==> src/rtl/seg7_name_decoder.sv <==
// seg7_name_decoder: decodes sampled 7-segment patterns and tracks the "SEnOLGULGONUL"+blank frame.
// Build option SEG7_DEC_DP_MASK_EN: ignore the dp bit when decoding.
module seg7_name_decoder #(
  parameter int CNT_W = 8
) (
  input  logic             clk,
  input  logic             rst_n,
  input  logic [7:0]       seg_in,
  input  logic             seg_valid,
  input  logic             clr,
  output logic [3:0]       sym_code,
  output logic             sym_valid,
  output logic [3:0]       pos,
  output logic             locked,
  output logic             frame_ok,
  output logic             seq_err,
  output logic [CNT_W-1:0] frame_cnt
);
  typedef enum logic {HUNT, TRACK} state_t;
  localparam logic [3:0] SYM_S = 4'd1;
  localparam logic [3:0] LAST_POS = 4'd13;
  state_t           state_q, state_d;
  logic [3:0]       sym_code_q, sym_code_d;
  logic             sym_valid_q, sym_valid_d;
  logic [3:0]       pos_q, pos_d;
  logic             locked_q, locked_d;
  logic             frame_ok_q, frame_ok_d;
  logic             seq_err_q, seq_err_d;
  logic [CNT_W-1:0] frame_cnt_q, frame_cnt_d;
  logic [7:0]       seg_m;
  logic [3:0]       dec;
  logic [3:0]       exp_code;
`ifdef SEG7_DEC_DP_MASK_EN
  assign seg_m = {1'b0, seg_in[6:0]};
`else
  assign seg_m = seg_in;
`endif
  always_comb begin
    case (seg_m)
      8'h00:   dec = 4'd0;
      8'h5B:   dec = 4'd1;
      8'h4F:   dec = 4'd2;
      8'h15:   dec = 4'd3;
      8'h7E:   dec = 4'd4;
      8'h0E:   dec = 4'd5;
      8'h5F:   dec = 4'd6;
      8'h3E:   dec = 4'd7;
      default: dec = 4'd15;
    endcase
  end
  always_comb begin
    case (pos_q)
      4'd0:    exp_code = 4'd1;
      4'd1:    exp_code = 4'd2;
      4'd2:    exp_code = 4'd3;
      4'd3:    exp_code = 4'd4;
      4'd4:    exp_code = 4'd5;
      4'd5:    exp_code = 4'd6;
      4'd6:    exp_code = 4'd7;
      4'd7:    exp_code = 4'd5;
      4'd8:    exp_code = 4'd6;
      4'd9:    exp_code = 4'd4;
      4'd10:   exp_code = 4'd3;
      4'd11:   exp_code = 4'd7;
      4'd12:   exp_code = 4'd5;
      default: exp_code = 4'd0;
    endcase
  end
  always_comb begin
    state_d     = state_q;
    sym_code_d  = sym_code_q;
    sym_valid_d = 1'b0;
    pos_d       = pos_q;
    locked_d    = locked_q;
    frame_ok_d  = 1'b0;
    seq_err_d   = 1'b0;
    frame_cnt_d = frame_cnt_q;
    if (seg_valid) begin
      sym_code_d  = dec;
      sym_valid_d = 1'b1;
      if (state_q == HUNT) begin
        if (dec == SYM_S) begin
          pos_d   = 4'd1;
          state_d = TRACK;
        end
      end else if (dec == exp_code) begin
        pos_d      = (pos_q == LAST_POS) ? 4'd0 : pos_q + 4'd1;
        state_d    = (pos_q == LAST_POS) ? HUNT : TRACK;
        frame_ok_d = (pos_q == LAST_POS);
        locked_d   = locked_q | (pos_q == LAST_POS);
        frame_cnt_d = (pos_q != LAST_POS || &frame_cnt_q) ? frame_cnt_q : frame_cnt_q + 1'b1;
      end else begin
        // a stray S is taken as the start of a new frame
        seq_err_d = 1'b1;
        locked_d  = 1'b0;
        pos_d     = (dec == SYM_S) ? 4'd1 : 4'd0;
        state_d   = (dec == SYM_S) ? TRACK : HUNT;
      end
    end
    if (clr) begin
      frame_cnt_d = '0;
      locked_d    = 1'b0;
    end
  end
  always_ff @(posedge clk) begin
    if (!rst_n) begin
      state_q     <= HUNT;
      sym_code_q  <= '0;
      sym_valid_q <= 1'b0;
      pos_q       <= '0;
      locked_q    <= 1'b0;
      frame_ok_q  <= 1'b0;
      seq_err_q   <= 1'b0;
      frame_cnt_q <= '0;
    end else begin
      state_q     <= state_d;
      sym_code_q  <= sym_code_d;
      sym_valid_q <= sym_valid_d;
      pos_q       <= pos_d;
      locked_q    <= locked_d;
      frame_ok_q  <= frame_ok_d;
      seq_err_q   <= seq_err_d;
      frame_cnt_q <= frame_cnt_d;
    end
  end
  assign sym_code  = sym_code_q;
  assign sym_valid = sym_valid_q;
  assign pos       = pos_q;
  assign locked    = locked_q;
  assign frame_ok  = frame_ok_q;
  assign seq_err   = seq_err_q;
  assign frame_cnt = frame_cnt_q;
endmodule

==> config.mk <==
export PLATFORM = sky130hd
export DESIGN_NAME = seg7_name_decoder
export DESIGN_NICKNAME = d
export VERILOG_FILES = /design/src/rtl/seg7_name_decoder.sv
export SDC_FILE = /design/constraint.sdc
export NUM_CORES = 1
export LEC_CHECK = 0
export ABC_AREA = 1
export ABC_CLOCK_PERIOD_IN_PS = 2300
export BUFFER_PORTS_ARGS = -buffer_cell sky130_fd_sc_hd__buf_2
export CAP_MARGIN = 30
export CORE_ASPECT_RATIO = 0.75
export CORE_MARGIN = 2
export CORE_UTILIZATION = 54
export DETAILED_ROUTE_END_ITERATION = 8
export PLACE_DENSITY_LB_ADDON = 0.1
export SYNTH_ARGS = -nofsm -noshare
export SYNTH_HDL_FRONTEND = slang
export SYNTH_SLANG_ARGS = --single-unit
==> constraint.sdc <==
create_clock -name clk -period 2.3 [get_ports clk]
set_clock_uncertainty 0.05 [all_clocks]
set_input_delay 0 -clock clk [delete_from_list [all_inputs] [get_ports clk]]
set_output_delay 0 -clock clk [all_outputs]
set_load 0.005 [all_outputs]
# Yosys cells after proc, flatten, opt, wreduce, memory -nomap -nowiden
# Memory sizes are Yosys's and may differ from the RTL's. A register that Yosys moved wholly into a read port is not among the register bits.
# Cells that the tools add are included.
[classes]
bitwise_logic = 3
n_eq_ne = 11
n_reduce_logical = 10
n_addsub = 2
muxes = 15
[ops]
columns = ["operator", "count"]
rows = [
  ["$eq 8x7->1 const B", 4],
  ["$pmux 4 s8", 1],
  ["$mux 4", 6],
  ["$add 8x1->8 const B", 1],
  ["$eq 8x4->1 const B", 1],
  ["$eq 8x5->1 const B", 1],
  ["$eq 8x6->1 const B", 1],
  ["$logic_not 8->1", 1],
  ["$mux 1", 8],
  ["$reduce_and 4->1", 2],
  ["$reduce_and 8->1", 1],
  ["$add 4x1->4 const B", 1],
  ["$eq 4x1->1 const B", 1],
  ["$eq 4x4->1", 1],
  ["$eq 4x4->1 const B", 1],
  ["$ne 4x4->1 const B", 1],
  ["$reduce_and 2->1", 2],
  ["$reduce_and 3->1", 1],
  ["$not 1->1", 2],
  ["$reduce_bool 2->1", 1],
  ["$reduce_or 2->1", 1],
  ["$logic_or 1x1->1", 1],
  ["$or 1x1->1", 1],
]
[totals]
regBits = 21
mem_bits_ro = 48
n_memories = 1
input_bits = 12
[mem_list]
columns = ["memory", "words", "word_bits", "read_ports", "rd_ports_with_merged_regs", "write_ports", "line_no", "text"]
rows = [
  ["(name not given)", 16, 3, 1, 1, 0, "52", "case (pos_q)"],
]

# Logic depth before layout (Yosys ltp)
# Gate-level depths: netlist (run 1).
[depth]
depth_word = 8
depth_mapped = 19

# Worst setup path after synthesis (run 1)
# OpenSTA, ideal clock, no wires.
[synth_timing]
path_type = "register to register"
startpoint = "register pos_q[1] (netlist: pos[1])"
endpoint = "register, netlist name exp_code[0]"
t_arrival_ns = 1.733
n_path_buf = 0
path_stages_with_launch = 15
path_slack_ns = 0.404
setup_ns = 0.113
cell_sequence = "dfxtp_1 -> inv_1 -> ha_1 -> nand3_1 -> inv_1 -> or2_2 -> inv_1 -> nand2_1 -> nand3_1 -> nand2_1 -> inv_1 -> ha_1 -> nand2_1 -> nand3_1 -> nand2_1"
[synth_via]
elab_chain_cells = 6
word_cells_on_any_way = 7
cone_classes = "add/sub: 1; eq/ne: 1; mux: 5"
[synth_rtl]
columns = ["item", "line_no", "text"]
rows = [
  ["start, declared", "25", "logic [3:0] pos_q, pos_d;"],
  ["start signal, assigned", "119", "pos_q <= pos_d;"],
  ["$add 4x1->4 or $eq 4x4->1 (tied branches)", "87", "pos_d = (pos_q == LAST_POS) ? 4'd0 : pos_q + 4'd1;"],
  ["$mux 4", "87", ""],
  ["$mux 4", "86", "end else if (dec == exp_code) begin"],
  ["$mux 4", "81", "if (state_q == HUNT) begin"],
  ["$mux 4 (no source line) (*) (2 in a row)", "n/a", ""],
]
# Every way passes the cells marked *; elsewhere a longest branch is shown, timed or not.
# A chain may end at the register's enable or synchronous reset.

# Final worst setup path (run 1)
[layout_timing]
startpoint = "register pos_q[1] (netlist: pos[1])"
endpoint = "register, netlist name exp_code[0]"
[layout_via]
elab_chain_cells = 6
word_cells_on_any_way = 7
cone_classes = "add/sub: 1; eq/ne: 1; mux: 5"
[layout_rtl]
columns = ["item", "line_no"]
rows = [
  ["$add 4x1->4 or $eq 4x4->1 (tied branches)", "87"],
  ["$mux 4", "87"],
  ["$mux 4", "86"],
  ["$mux 4", "81"],
  ["$mux 4 (no source line) (*) (2 in a row)", "n/a"],
]
# Marks and branches as above.

==> results of run 1 <==
[what timing repair did]
| item | CTS | global route |
|---|---|---|
| hold buffers | 1 | 0 |
| setup endpoints to repair | 0 | 1 |
| hold endpoints to repair | 1 | 0 |
| gates resized for setup | 0 | 1 |
[per-layer routing]
layer	part of all wire, %	GRT usage (%)
met5	0	0
met1	52	30.9
met3	5.9	5.48
met4	0.90	5.90
met2	41	34.5
[worst min-delay path: stages]
cell and delay (ps):
buf_2 150, o21ai_0 90, nor2_1 50
[stage by stage]
step | hold slack, ps | worst slack, ps | std cells
CTS | 12.1 | 190 | 302
global placement | 236 | 332 | 298
finish | 12.6 | 256 | 302
detailed placement | 250 | 210 | 298
global route | 35.9 | 58.9 | 302
floorplan | 43.5 | 404 | 231
[flip-flops by register name, indices dropped and copies added (netlist names)]
register   flops
frame_ok       1
seq_err        1
sym_code       4
state_q        1
locked         1
frame_cnt      8
pos            4
sym_valid      1
exp_code       3
[synth_stat cells, types with 2 or more instances]
| cell | instances | share of area (%) |
|---|---|---|
| nand2_1 | 71 | 18 |
| inv_1 | 32 | 7.9 |
| dfxtp_1 | 24 | 32 |
| nor2_1 | 20 | 4.9 |
| nand3_1 | 15 | 4.9 |
| a21oi_1 | 11 | 3.6 |
| nand2_2 | 8 | 3.3 |
| o21ai_0 | 7 | 2.3 |
| ha_1 | 6 | 4.9 |
| nor3_1 | 6 | 2.0 |
| xor2_1 | 5 | 2.9 |
| nand3_2 | 3 | 2.0 |
| nor2_4 | 3 | 2.2 |
| o21ai_1 | 3 | 0.99 |
| clkinv_2 | 2 | 0.66 |
| nand2_4 | 2 | 1.5 |
| nor2_2 | 2 | 0.82 |
| or2_2 | 2 | 0.82 |
[area by class of cell]
| type | count | share of cell area [%] |
|---|---|---|
| inverters | 35 | 7.55 |
| well taps | 36 | 2.54 |
| multi-input cells | 171 | 50.7 |
| clock buffers | 3 | 2.33 |
| repair buffers | 33 | 9.73 |
| flip-flops and latches | 24 | 27.2 |
[worst min-delay path by stage]
stage	startpoint	endpoint	cells past startpoint
after floorplan	seg_valid	sym_code[3]	1
after global placement	seg_valid	sym_code[3]	2
after detailed placement	seg_valid	sym_code[3]	2
after CTS	rst_n	sym_code[2]	3
after global routing	rst_n	sym_code[2]	3
final	rst_n	sym_code[2]	3
[power groups by stage]
stage	Clock, mW	Combinational (mW)	Sequential [mW]
after floorplan	0	0.0322	0.436
after global placement	0	0.0595	0.435
after detailed placement	0	0.0602	0.435
after CTS	0.253	0.0618	0.425
after global routing	0.267	0.0719	0.426
final	0.241	0.0620	0.425
[logic make-up (layout without fill, tap and decap cells)]
kind of cell | after synthesis | count (layout)
fa+ha+maj | 6 | 6
xor+xnor | 6 | 6
flops | 24 | 24
buf+inv | 36 | 71
compound gates | 25 | 25
simple gates | 134 | 134
==> qor.csv, run 1 <==
metric,value,unit
CTS buffer count,3,
final instance area,1770,µm²
YS warnings,0,
TritonRoute pass-1 iters,4,
largest net degree at the start of global routing,13,
CP max FO,5,
fillers,261,
FF-to-FF End,exp_code[0],
Synth Instances,231,
H-tree Lvls,1,
syn_nets,249,
Sum Neg Setup Slack,0,ps
Post-route DRC,0,
All-Layer GR Usage,22.3,%
Routed wire per std cell,10.6,µm
Layout Utilization,67.1,%
CP endpoint kind,register,
RSZ-0062 raised after global routing,no,
fin crit share,88.9,%
Power per Cell Area,410,nW/µm²
register share of total power,58.4,%
DR vias/cell,4.88,
worst skew pair latency,260,ps
Sw Share,22.6,%
Multi-input gate area,900,µm²
Compound-Gate Fraction of Synth Area,9.56,%
Clock power frac,33.1,%
Max Cap Viol,0,
I/O pins,32,
Post-synth ARST share,0,%
status,"finished, final reports clean",
crit path cell chain,inv_1 > ha_1 > nand3_1 > inv_1 > or2_2 > inv_1 > nand2_1 > nand3_1 > nand2_1 > inv_1 > ha_1 > nand2_1 > nand3_1 > nand2_1,
Pint,0.563,mW
Routed Antenna Nets,0,
"commonest non-fill, non-tap cell in the layout",nand2_1,
fmax,489,MHz
DR iter-0 viols,73,
R2R depth,14,
Via Count,1473,
post-synthesis register bit count,24,
GRT Residual Overflow,0,
CTS tree,yes,
Nets,286,
Routed WL,3.21,mm
number of synthesized flops with an enable pin,0,
"Seq/Total Area, Yosys",31.7,%
top_reg_cell synth,dfxtp_1,
Logic pwr share,8.5,%
internal reg-to-reg setup slack,260,ps
CP Launch Type,register,
worst vdd ir,0.214,mV
core footprint,2640,µm²
Std-Cell Rows,16,
crit path buf inv count,4,
final hold vios,0,
worst rel slew slack,75.5,%
n_diodes,0,
first-pass GRT wire length,5.72,mm
Pwr Total,0.727,mW
post-synthesis adder-cell area fraction,4.95,%
Die ar.,3250,µm²
main combinational cell family by area after synthesis,simple AND/OR/NAND/NOR gates,
slew at the pin closest to its max-slew limit,364,ps
Sink Count,24,
most frequent cells in the layout,"nand2_1 (71), inv_1 (32), buf_2 (31)",
post-CTS setup buffer count,0,
clk root buf,clkbuf_8,
WS Path Type,reg2reg,
HPWL Detailed,2.57,mm
GP Congestion,0.801,
Critical Path RT,2420,ps
Worst path slowest cell,dfxtp_2,
Final min period,2040,ps
count of endpoints failing setup in the final report,0,
CP top delay family,simple AND/OR/NAND/NOR gates,
Worst Hold Class,in2reg,
WP depth,14,
Leak Pwr,0.945,nW
"CTS clk-pin slew, worst paths",80,ps
# port buffers,31,
Yosys cell types,27,
share of layout cells above drive strength 1,23.3,%
die width,65.2,µm
CP Launch Point,pos[1],
Synth Area in Simple Gates,41.3,%
Worst R2R Start,pos[1],
Final Max Slew Viols,0,
Clock Path Buffers,2,
xor and xnor area share after synthesis,3.46,%
Critical Path AT,2160,ps
number of global-route vias before repair,1376,
Mean Syn Cell Area,6.57,µm²
storage element area,482,µm²
chip height,49.9,µm
Mapped Area,1520,µm²
initial antenna violation count,0,
critical path endpoint,exp_code[0],
mux contribution to synthesized area,0,%
Placed Instance Area,1720,µm²
Area Growth Syn to Fin,16.9,%
Net Switching,0.164,mW
CP peak stage delay,370,ps
Starting Density,57.4,%
(Power assumes the default switching activity.)
==> inputs of run 2 (changes only) <==
Settings changed: ABC_AREA 1 to default, PLACE_DENSITY from default to 0.82, PLACE_DENSITY_LB_ADDON 0.1 to default.
==> qor.csv, run 2 <==
metric,value,unit
critical path endpoint,exp_code[0],
count of endpoints failing setup in the final report,3,
DR iter-0 viols,123,
most frequent cells in the layout,"buf_2 (30), buf_4 (30), dfxtp_1 (23)",
Power per Cell Area,390,nW/µm²
share of layout cells above drive strength 1,38.5,%
Routed wire per std cell,15.1,µm
Sink Count,24,
Starting Density,57.5,%
HPWL Detailed,2.92,mm
CTS buffer count,3,
number of global-route vias before repair,1400,
CP peak stage delay,540,ps
Yosys cell types,54,
Nets,253,
top cell type's share of synthesized area,31.9,%
GRT Residual Overflow,0,
top_reg_cell synth,dfxtp_1,
syn_nets,194,
most common library cells after synthesis,"dfxtp_1 (24), nor2_1 (12), o21ai_0 (11), a21oi_1 (10), inv_1 (10)",
Pwr Total,0.795,mW
Max Cap Viol,0,
Final min period,2440,ps
number of synthesized flops with an enable pin,0,
WS Path Type,in2reg,
first-pass GRT wire length,6.29,mm
fmax,410,MHz
Area Growth Syn to Fin,35.4,%
CTS tree,yes,
Die ar.,3240,µm²
CP endpoint kind,register,
initial antenna violation count,0,
Via Count,1595,
largest net degree at the start of global routing,19,
All-Layer GR Usage,25.0,%
n_diodes,0,
Worst path slowest cell,or4b_4,
Yosys top cell by area,dfxtp_1,
H-tree Lvls,1,
clk root buf,clkbuf_8,
DR vias/cell,5.91,
Final Max Slew Viols,0,
CP Launch Point,seg_in[1],
Routed Antenna Nets,0,
worst skew pair latency,270,ps
final instance area,2040,µm²
most frequent cell after synthesis,dfxtp_1,
worst rel slew slack,67.6,%
GP Congestion,0.911,
die width,65.0,µm
slew at the pin closest to its max-slew limit,481,ps
final hold vios,0,
Std-Cell Rows,16,
fillers,173,
Post-route DRC,0,
Clock Path Buffers,2,
CP max FO,4,
# port buffers,31,
R2R depth,9,
Mean Syn Cell Area,8.57,µm²
RSZ-0062 raised after global routing,yes,
Worst R2R Start,exp_code[0],
Worst Slack Setup Final,-138,ps
status,"complete, but fails checks",
FF-to-FF End,exp_code[0],
failing checks,negative setup slack,
crit path cell chain,buf_6 > or4b_4 > a2111oi_4 > nor2_1 > a32oi_2 > a31oi_2 > o31a_2 > inv_2 > ha_1 > nand2_1 > mux2_4 > mux2i_1,
Critical Path RT,2450,ps
CP Launch Type,input pin,
largest cells by area after synthesis,"dfxtp_1 (32%), ha_1 (5.0%), o21ai_0 (3.7%)",
Mapped Area,1510,µm²
fin crit share,106,%
post-synthesis register bit count,24,
YS warnings,0,
chip height,49.8,µm
internal reg-to-reg setup slack,-40,ps
TritonRoute pass-1 iters,4,
Critical Path AT,2590,ps
hold path cells,2,
worst vdd ir,0.468,mV
core footprint,2620,µm²
"Seq/Total Area, Yosys",31.9,%
I/O pins,32,
"CTS clk-pin slew, worst paths",80,ps
Synth Instances,176,
Placed Instance Area,1890,µm²
Largest register FFs,8,
Leak Pwr,0.874,nW
Worst Hold Class,in2reg,
Routed WL,4.08,mm
Post-synth ARST share,0,%
==> run 2: changes by cell type after synthesis, moves of 5 or more <==
cell      previous run  this run
nand2_1             71         9
nand2_2              8         0
and3_1               0         5
nor2_1              20        12
clkbuf_1             0         5
inv_1               32        10
nand3_1             15         9
a31oi_1              0         5
==> run 2: logic make-up after synthesis <==
logic type	Yosys count	synth area share (%)
flip-flops	24	31.9
AND/OR/NAND/NOR	70	27.8
XOR/XNOR	6	3.49
multiplexers	5	3.40
AO/OA/AOI/OAI	46	23.2
buffers and inverters	19	5.31
adder cells (fa/ha/maj)	6	4.98
==> run 2: worst min path at each step <==
stage                    from  slack [ps]           to
finish              seg_valid          40  sym_code[0]
global route        seg_valid          50  sym_code[0]
CTS                 seg_valid          40  sym_code[1]
detailed placement  seg_valid         330  sym_code[1]
global placement    seg_valid         290  sym_code[0]
floorplan           seg_valid         120  sym_code[3]
==> run 2: worst max-delay path, delay by kind of cell <==
family / cells / cell delay [ps]
AO/OA/AOI/OAI: 4 / 1160
AND/OR/NAND/NOR: 3 / 720
multiplexers: 2 / 420
buffers and inverters: 2 / 160
adder cells (fa/ha/maj): 1 / 130
==> run 2: layout make-up <==
class	count	area, µm²	area share, %
inverter	11	41.3	2.02
sequential	24	482	23.6
multi-input combinational	133	1020	50.0
timing repair buffer	62	398	19.5
clock buffer	4	55.1	2.70
tap	36	45.0	2.21
==> run 2: metrics by stage <==
step,hold WS [ps],util [%],instances,TNS [ps],worst slack (ps)
floorplan,124,-,176,-218,-203
global placement,293,72.2,265,-621,-230
detailed placement,325,72.2,265,-1180,-333
CTS,37.2,74.3,269,-111,-77.4
global route,48.5,77.8,270,-489,-255
finish,40.7,77.8,270,-221,-138
==> run 2: metal layers <==
metal,vias up,GRT usage [%],wire [µm]
met5,-,0,0
met4,0,7.64,98
met3,13,5.71,261
met2,59,41.6,1910
met1,749,32.5,1810
li1,774,-,-
==> run 2: report_power, final <==
group	total, mW	internal, mW	switching (mW)
logic	0.0872	0.0387	0.0485
clock network	0.284	0.153	0.131
registers	0.424	0.421	0.00265
==> run 2: timing repair <==
action,in CTS,in global routing
resized for setup,0,17
pin swaps,0,3
hold buffers,0,0
setup endpoints to repair,2,6
setup buffers,0,1
